==> src/rtl/display_pkg.sv <==
// Shared definitions for the 7-segment display scan controller.
//   NUM_DIGITS   : digits on the display
//   AN_ALL_OFF   : anode pattern with every digit dark (anodes are active-low)
//   scan_state_e : scan FSM states
//   an_one_low   : anode pattern with only the indexed digit driven low
package display_pkg;

  localparam int NUM_DIGITS = 4;
  localparam logic [0:NUM_DIGITS-1] AN_ALL_OFF = 4'b1111;

  typedef enum logic [1:0] {
    ST_OFF   = 2'd0,
    ST_BLANK = 2'd1,
    ST_SHOW  = 2'd2
  } scan_state_e;

  function automatic logic [0:NUM_DIGITS-1] an_one_low(input logic [1:0] idx);
    logic [0:NUM_DIGITS-1] pat;
    pat      = AN_ALL_OFF;
    pat[idx] = 1'b0;
    return pat;
  endfunction

endpackage

==> src/rtl/mod_n_counter.sv <==
// Modulo-N up counter with synchronous clear.
//   clk, rst : clock, asynchronous active-high reset
//   en       : advance by one this cycle
//   clr      : return to zero this cycle (overrides en)
//   count    : current value, 0 .. N-1
//   wrap     : high in the cycle whose edge takes count from N-1 back to 0
module mod_n_counter #(
  parameter  int N = 4,
  localparam int W = (N > 1) ? $clog2(N) : 1
) (
  input  logic         clk,
  input  logic         rst,
  input  logic         en,
  input  logic         clr,
  output logic [W-1:0] count,
  output logic         wrap
);

  localparam logic [W-1:0] LAST = W'(N - 1);

  logic [W-1:0] count_d, count_q;

  assign wrap  = en && !clr && (count_q == LAST);
  assign count = count_q;

  always_comb begin
    count_d = count_q;
    if (clr) begin
      count_d = '0;
    end else if (en) begin
      count_d = (count_q == LAST) ? '0 : count_q + 1'b1;
    end
  end

  always_ff @(posedge clk or posedge rst) begin
    if (rst) begin
      count_q <= '0;
    end else begin
      count_q <= count_d;
    end
  end

endmodule

==> src/rtl/display_scan_ctrl.sv <==
// Time-multiplexed scan controller for a 4-digit common-anode 7-segment display.
//   clk, rst    : clock, asynchronous active-high reset
//   en          : scan enable; low blanks the display and parks the scan
//   digit_en    : per-digit enable, bit k = digit k
//   blink_mask  : per-digit blink select, bit k = digit k
//   sel         : digit index to the segment mux (sel[0] is the MSB)
//   an          : active-low anode enables, an[k] drives digit k
//   frame_tick  : one-cycle pulse when the scan wraps back to digit 0
//   blink_phase : 1 while blinking digits are dark
//
// state    | meaning
// ---------+-------------------------------------------------------------
// ST_OFF   | scan disabled, all anodes off, sel and dwell count parked at 0
// ST_BLANK | first BLANK cycles of a dwell, all anodes off (anti-ghosting)
// ST_SHOW  | rest of the dwell, selected digit lit unless masked or blinked
module display_scan_ctrl
  import display_pkg::*;
#(
  parameter int DIV          = 50000,
  parameter int BLANK        = 16,
  parameter int BLINK_FRAMES = 125
) (
  input  logic                  clk,
  input  logic                  rst,
  input  logic                  en,
  input  logic [0:NUM_DIGITS-1] digit_en,
  input  logic [0:NUM_DIGITS-1] blink_mask,
  output logic [0:1]            sel,
  output logic [0:NUM_DIGITS-1] an,
  output logic                  frame_tick,
  output logic                  blink_phase
);

  localparam int CW = $clog2(DIV);
  localparam int FW = (BLINK_FRAMES > 1) ? $clog2(BLINK_FRAMES) : 1;
  localparam logic [CW-1:0] BLANK_LAST = CW'((BLANK > 0) ? BLANK - 1 : 0);
  // With no blanking interval a dwell starts directly in SHOW.
  localparam scan_state_e DWELL_START = (BLANK > 0) ? ST_BLANK : ST_SHOW;

  scan_state_e           state_q, state_d;
  logic [1:0]            sel_q, sel_d;
  logic [0:NUM_DIGITS-1] an_q, an_d;
  logic                  frame_tick_q, frame_tick_d;
  logic                  blink_phase_q, blink_phase_d;

  logic [CW-1:0] cnt;
  logic          cnt_run;
  logic          dwell_wrap;
  logic          frame_evt;
  logic          frame_wrap;
  logic [FW-1:0] unused_frame_cnt;

  // The dwell counter idles at 0 in OFF so the first dwell after enable is full length.
  assign cnt_run   = en && (state_q != ST_OFF);
  assign frame_evt = dwell_wrap && (sel_q == 2'd3);

  mod_n_counter #(.N(DIV)) u_dwell_cnt (
    .clk   (clk),
    .rst   (rst),
    .en    (cnt_run),
    .clr   (!en),
    .count (cnt),
    .wrap  (dwell_wrap)
  );

  // Frame counter holds while disabled, so the blink rhythm resumes where it left off.
  mod_n_counter #(.N(BLINK_FRAMES)) u_frame_cnt (
    .clk   (clk),
    .rst   (rst),
    .en    (frame_evt),
    .clr   (1'b0),
    .count (unused_frame_cnt),
    .wrap  (frame_wrap)
  );

  always_comb begin
    state_d       = state_q;
    sel_d         = sel_q;
    frame_tick_d  = 1'b0;
    blink_phase_d = blink_phase_q ^ frame_wrap;

    if (!en) begin
      state_d = ST_OFF;
      sel_d   = 2'd0;
    end else begin
      unique case (state_q)
        ST_OFF: begin
          state_d = DWELL_START;
          sel_d   = 2'd0;
        end
        ST_BLANK: begin
          if (cnt == BLANK_LAST) state_d = ST_SHOW;
        end
        ST_SHOW: begin
          if (dwell_wrap) begin
            state_d      = DWELL_START;
            sel_d        = sel_q + 2'd1;
            frame_tick_d = (sel_q == 2'd3);
          end
        end
        default: state_d = ST_OFF;
      endcase
    end

    // Anodes are computed from next-cycle state so they line up with sel and blink_phase.
    an_d = AN_ALL_OFF;
    if (state_d == ST_SHOW && digit_en[sel_d] && !(blink_mask[sel_d] && blink_phase_d)) begin
      an_d = an_one_low(sel_d);
    end
  end

  always_ff @(posedge clk or posedge rst) begin
    if (rst) begin
      state_q       <= ST_OFF;
      sel_q         <= 2'd0;
      an_q          <= AN_ALL_OFF;
      frame_tick_q  <= 1'b0;
      blink_phase_q <= 1'b0;
    end else begin
      state_q       <= state_d;
      sel_q         <= sel_d;
      an_q          <= an_d;
      frame_tick_q  <= frame_tick_d;
      blink_phase_q <= blink_phase_d;
    end
  end

  assign sel         = sel_q;
  assign an          = an_q;
  assign frame_tick  = frame_tick_q;
  assign blink_phase = blink_phase_q;

endmodule

==> config.mk <==
export PLATFORM = sky130hd
export DESIGN_NAME = display_scan_ctrl
export DESIGN_NICKNAME = d
export VERILOG_FILES = /design/src/rtl/display_pkg.sv /design/src/rtl/mod_n_counter.sv /design/src/rtl/display_scan_ctrl.sv
export SDC_FILE = /design/constraint.sdc
export NUM_CORES = 1
export LEC_CHECK = 0
export ABC_AREA = 1
export ABC_CLOCK_PERIOD_IN_PS = 2100
export CORE_MARGIN = 2
export CORE_UTILIZATION = 56
export CTS_CLUSTER_DIAMETER = 30
export DETAILED_ROUTE_END_ITERATION = 10
export GPL_TIMING_DRIVEN = 0
export MAX_ROUTING_LAYER = met4
export PLACE_DENSITY = 0.79
export SLEW_MARGIN = 15
export SYNTH_ARGS = -nofsm -noshare
export SYNTH_HDL_FRONTEND = slang
export SYNTH_SLANG_ARGS = --single-unit
export TNS_END_PERCENT = 100
==> constraint.sdc <==
create_clock -name clk -period 2.1 [get_ports clk]
set_input_delay 0.525 -clock clk [delete_from_list [all_inputs] [get_ports clk]]
set_output_delay 0.525 -clock clk [all_outputs]
set_load 0.02 [all_outputs]
==> results.sh, run 1 <==
export IMPL_hold_violations=0
export IMPL_cts_hold_buf=0
export IMPL_cap_violations=0
export IMPL_synth_most_common_cell="nand2_1"
export IMPL_fmax_mhz=502.5
export IMPL_layout_cells_non_filler=316
export IMPL_syn_area_mm2=0.001917
export IMPL_tightest_slew_ps=670.8
export IMPL_syn_nets=256
export IMPL_yosysWarnings=0
export IMPL_drive_gt1_frac=0.1333
export IMPL_grtUsageTotal=0.2248
export IMPL_p_leak_nw=1.076
export IMPL_core_area_mm2=0.003311
export IMPL_avgSynthCellArea_um2=7.954
export IMPL_totalPowerFinal_mw=1.222
export IMPL_clock_latency_ps=350
export IMPL_grt_pass1_vias=1592
export IMPL_ys_ff_latch=33
export IMPL_dr_first_iter_drc_count=95
export IMPL_post_route_util=0.6848
export IMPL_initial_core_util=0.5790
export IMPL_cp_end_kind="output port"
export IMPL_grt_max_degree=34
export IMPL_synth_edf_count=0
export IMPL_slew_headroom=0.5522
export IMPL_viasPerCell=5.250
export IMPL_wl_per_cell_um=12.03
export IMPL_cp_required_ps=1570
export IMPL_finClkSkew_ps=10.42
export IMPL_ys_seq_area_frac=0.4334
export IMPL_peakVddDrop_mv=0.2934
export IMPL_cpPeakStageDelay_ps=600
export IMPL_wirelength_um=3802
export IMPL_antenna_found_initial=0
export IMPL_status="finished, final reports clean"
export IMPL_cts_tree="yes"
export IMPL_setup_viol=0
export IMPL_arrival_ps=1470
export IMPL_critPathTopFamily="buffers and inverters"
export IMPL_synth_common_cells="54 x nand2_1, 32 x inv_1, 29 x dfrtp_1"
export IMPL_yosysTopAreaCell="dfrtp_1"
export IMPL_rows=21
export IMPL_period_needed_ps=1990
export IMPL_gp_congestion=0.8998
export IMPL_dieHeight_um=62.51
export IMPL_synthCells=241
export IMPL_portBuffers=18
export IMPL_power_density_mw_per_mm2=539.2
export IMPL_ys_types=32
export IMPL_antenna_cells=0
export IMPL_drt_first_pass_iters=4
export IMPL_drc=0
export IMPL_whs_ps=466.8
export IMPL_cts_buffers=5
export IMPL_synthArstFlopShare=1.000
export IMPL_slowest_stage="clkdlybuf4s50_1"
export IMPL_critPathBufInv=1
export IMPL_min_period_over_period=0.9477
export IMPL_dp_hpwl_um=2839
export IMPL_clockBufferDepth=2
export IMPL_htreeDepth=2
export IMPL_areaGrowthSynthToFinish_pct=18.28
export IMPL_critical_path_class="flop to output port"
export IMPL_crit_chain="clkdlybuf4s50_1"
export IMPL_setup_tns_ps=0
export IMPL_dieWidth_um=62.51
export IMPL_yosys_most_used_dff="dfrtp_1"
export IMPL_clockRootBuffer="clkbuf_4"
export IMPL_top_level_ports=19
export IMPL_clock_sinks=33
export IMPL_ant_nets=0
export IMPL_dieArea_mm2=0.003907
export IMPL_grt_pass1_wl_um=6851
export IMPL_gr_total_overflow=0
export IMPL_synth_area_leaders="dfrtp_1 38%, nand2_1 11%, inv_1 6.3%, dfstp_2 5.5%, nor2_1 4.1%"
export IMPL_drv_slew=0
export IMPL_synth_top_area_share=0.3786
export IMPL_dp_cells=305
export IMPL_nets=284
export IMPL_hold_path_class="flop to flop"
export IMPL_startpoint_type="flop"
export IMPL_clk_pin_slew_ps=100
export IMPL_path_max_fanout=1
export IMPL_vias=1659
[where the power goes]
group / switching (mW) / internal (mW)
sequential: 0.00442 / 0.640
clock: 0.226 / 0.284
combinational: 0.0403 / 0.0278
[flip-flops by register name (all words and copies together), names as in the netlist]
signal	count
u_dwell_cnt.count	16
an	4
frame_tick	1
sel	2
state_q	2
u_frame_cnt.count	7
blink_phase	1
[worst reg2reg max path, stage by stage, from the launching register on]
cell     delay, ps
dfrtp_1        400
ha_1           220
nand3_2        160
nor2_4         190
nand4_1        210
buf_4          200
nand2_1         90
nor2_4          50
nand2_1         50
nand2_1         40
nand2_1         50
nand2_1         50
nand2_2         80
nand3_1         90
[area by class of cell]
type,instances,area (µm²)
Fill cell,293,1044
Multi-Input combinational cell,171,945.9
Sequential cell,33,830.8
Timing Repair Buffer,21,205.2
Inverter,35,131.4
Tap cell,46,57.56
Clock buffer,7,55.05
Clock inverter,1,30.03
Buffer,2,11.26
[final timing paths]
check	startpoint	to	slack, ps	depth (start not counted)
worst max-delay path	an[1]$_DFF_PP1_	an[1]	110	1
min in group asynchronous	rst	u_dwell_cnt.count[0]$_DFFE_PP0P_	580	2
worst max register to register	u_dwell_cnt.count[0]$_DFFE_PP0P_	an[0]$_DFF_PP1_	140	13
worst min-delay path	u_frame_cnt.count[6]$_DFFE_PP0N_	u_frame_cnt.count[6]$_DFFE_PP0N_	470	1
max in group asynchronous	rst	u_dwell_cnt.count[12]$_DFFE_PP0P_	1080	2
worst min register to register	u_frame_cnt.count[6]$_DFFE_PP0N_	u_frame_cnt.count[6]$_DFFE_PP0N_	470	1
[layer usage]
layer  track usage  up-vias  routed length, µm
li1              -      851                  -
met1        0.2794      762               1794
met2        0.3737       39               1831
met3       0.03243        7                119
met4       0.08611        0                 57
met5             -        -                  0
[cells by family (layout without fill, tap and decap cells)]
logic type	Yosys count	after routing	synth area share
adder cells (fa/ha/maj)	4	4	0.02611
buffers and inverters	37	66	0.07310
AND/OR/NAND/NOR	124	124	0.3205
flip-flops	33	33	0.4334
AO/OA/AOI/OAI	38	38	0.1142
XOR/XNOR	5	5	0.03264
[stage by stage]
stage / area [µm²] / setup slack (ps)
2_1_floorplan: 1917 / 404.9
3_3_place_gp: 2155 / -305.2
3_5_place_dp: 2155 / -342.0
4_1_cts: 2240 / 30.03
5_1_grt: 2267 / -11.03
6_report: 2267 / 109.9
[timing repair]
| item | 4_1_cts | 5_1_grt |
|---|---|---|
| setup buffers | 0 | 3 |
| endpoints found under the setup margin | 0 | 11 |
| resized for setup | 0 | 2 |
| hold endpoints to repair | 0 | 0 |
[placed cells by master, fill, tap and decap left out, types with 2 or more instances in the layout]
cell type	instances
o22ai_1	9
nand2_2	4
clkbuf_1	2
nor2_1	21
nor2_4	4
nand4_1	9
dfrtp_1	29
xor2_1	2
inv_2	4
o21ai_0	15
nand3_1	13
a21oi_1	9
buf_4	3
dfstp_2	4
nor3_1	10
xnor2_1	2
clkdlybuf4s50_1	17
nand3_2	2
nand2_1	54
ha_1	4
nand2_4	2
inv_1	31
clkbuf_4	6
No activity file was read; power rests on OpenSTA's default activity.
==> run 2, diff against run 1 <==
Settings changed: CORE_MARGIN 2 to 10.
==> run 2 against run 1 <==
  * Sequential power about the same
  * First-iteration DRC count decreased by 44%
  * Die area is 58% higher
  * Clock skew is 4.1 ps higher
  * Highest routed layer unchanged
  * Largest cell class unchanged
  * Critical endpoint is now an[3]$_DFF_PP1_
==> results.sh, run 2 (synthesized netlist as in run 1, its figures left out) <==
export IMPL_dieArea_mm2=0.006163
export IMPL_drive_gt1_frac=0.1311
export IMPL_portBuffers=18
export IMPL_rows=21
export IMPL_cp_required_ps=2360
export IMPL_multiInputGateArea_um2=948.4
export IMPL_power_density_mw_per_mm2=490.3
export IMPL_top_level_ports=19
export IMPL_final_cell_mix="53 x nand2_1, 31 x inv_1, 29 x dfrtp_1"
export IMPL_critical_path_class="primary input to flop"
export IMPL_dieWidth_um=78.51
export IMPL_grt_pass1_vias=1539
export IMPL_vias=1657
export IMPL_clockRootBuffer="clkbuf_4"
export IMPL_hold_violations=0
export IMPL_dr_first_iter_drc_count=53
export IMPL_critPathTopFamily="simple AND/OR/NAND/NOR gates"
export IMPL_fmax_mhz=497.7
export IMPL_setup_viol=0
export IMPL_ant_nets=0
export IMPL_drt_first_pass_iters=4
export IMPL_layout_commonest_cell="nand2_1"
export IMPL_hold_path_class="flop to flop"
export IMPL_grt_max_degree=34
export IMPL_path_max_fanout=6
export IMPL_viasPerCell=5.294
export IMPL_min_period_over_period=0.9569
export IMPL_areaGrowthSynthToFinish_pct=15.99
export IMPL_cp_end_kind="flop"
export IMPL_arrival_ps=2270
export IMPL_cpPeakStageDelay_ps=570
export IMPL_clock_sinks=33
export IMPL_grt_pass1_wl_um=6672
export IMPL_initial_core_util=0.5790
export IMPL_nets=282
export IMPL_core_area_mm2=0.003311
export IMPL_crit_chain="clkdlybuf4s50_1 > inv_1 > nor2_1 > nand4_1 > nand3_2 > nand2_1 > nand2_1 > nand2_1 > a21oi_2 > nand3_1"
export IMPL_period_needed_ps=2009
export IMPL_gp_congestion=0.8984
export IMPL_slowest_stage="clkdlybuf4s50_1"
export IMPL_grtUsageTotal=0.1363
export IMPL_slew_headroom=0.5586
export IMPL_antenna_cells=0
export IMPL_cts_tree="yes"
export IMPL_totalPowerFinal_mw=1.090
export IMPL_finClkSkew_ps=14.54
export IMPL_wl_per_cell_um=12.06
export IMPL_setup_tns_ps=0
export IMPL_critPathBufInv=2
export IMPL_final_fill_count=293
export IMPL_cpMostUsedCell="nand2_1"
export IMPL_startpoint_type="primary input"
export IMPL_cap_violations=0
export IMPL_clk_pin_slew_ps=100
export IMPL_regArea_um2=830.8
export IMPL_gr_total_overflow=0
export IMPL_dieHeight_um=78.51
export IMPL_drv_slew=0
export IMPL_cts_buffers=5
export IMPL_layout_cells_non_filler=313
export IMPL_dp_cells=305
export IMPL_dp_hpwl_um=2889
export IMPL_drc=0
export IMPL_wirelength_um=3775
export IMPL_p_leak_nw=1.043
export IMPL_htreeDepth=2
export IMPL_largest_reg_flops=16
export IMPL_clockBufferDepth=2
export IMPL_clock_latency_ps=350
export IMPL_peakVddDrop_mv=0.4397
export IMPL_rsz0062_at_grt="false"
export IMPL_tightest_slew_ps=661.1
export IMPL_antenna_found_initial=0
export IMPL_status="finished, final reports clean"
## run 2: power breakdown
part	total [mW]	switching [mW]	internal (mW)
Clock	0.378	0.222	0.157
Combinational	0.0677	0.0401	0.0277
Sequential	0.644	0.00430	0.640
Total	1.09	0.266	0.824
## run 2: per-layer routing
metal / vias to the layer above / wire [µm] / GRT usage
li1: 851 / - / -
met1: 765 / 1750 / 0.1555
met2: 34 / 1788 / 0.2130
met3: 7 / 170 / 0.04670
met4: 0 / 65 / 0.05914
met5: - / 0 / -
## run 2: metrics by stage
stage	setup WS, ps	hold slack, ps	instance area [µm²]	util
after floorplan	404.9	433.7	1917	-
after global placement	-305.1	457.0	2155	0.6508
after detailed placement	-345.6	463.6	2155	0.6508
final	90.61	483.3	2223	0.6716
after CTS	33.15	480.4	2213	0.6686
after global routing	5.161	516.5	2223	0.6716
## run 2: final timing paths
check	depth (start not counted)	startpoint	slack, ps	end
setup / recovery	10	en	90	an[3]$_DFF_PP1_
hold / removal	1	u_frame_cnt.count[6]$_DFFE_PP0N_	480	u_frame_cnt.count[6]$_DFFE_PP0N_
setup reg to reg	11	u_dwell_cnt.count[0]$_DFFE_PP0P_	140	an[3]$_DFF_PP1_
hold reg to reg	1	u_frame_cnt.count[6]$_DFFE_PP0N_	480	u_frame_cnt.count[6]$_DFFE_PP0N_
max in group asynchronous	2	rst	1080	sel[1]$_DFF_PP0_
min in group asynchronous	2	rst	570	u_dwell_cnt.count[2]$_DFFE_PP0P_
## run 2: final cells by class
| type | instances | area share |
|---|---|---|
| sequential | 33 | 0.3737 |
| buffer | 2 | 0.003939 |
| clock inverter | 1 | 0.003376 |
| tap | 46 | 0.02589 |
| timing repair buffer | 19 | 0.08441 |
| inverter | 35 | 0.05909 |
| clock buffer | 6 | 0.02307 |
| multi-input combinational | 171 | 0.4266 |
## run 2: worst register-to-register path: stages, from the launching register on
cell and delay [ps]:
dfrtp_1 400, ha_1 220, nand3_2 160, nor2_4 200, and2_4 180, nand2_4 70
nand2_1 90, nand2_2 90, inv_2 100, nand2_1 70, a21oi_2 190, nand3_1 100
## run 2: timing repair
action,in CTS,in global routing
hold buffers,0,0
gates resized for setup,0,1
setup buffers,0,1
endpoints found under the setup margin,0,6
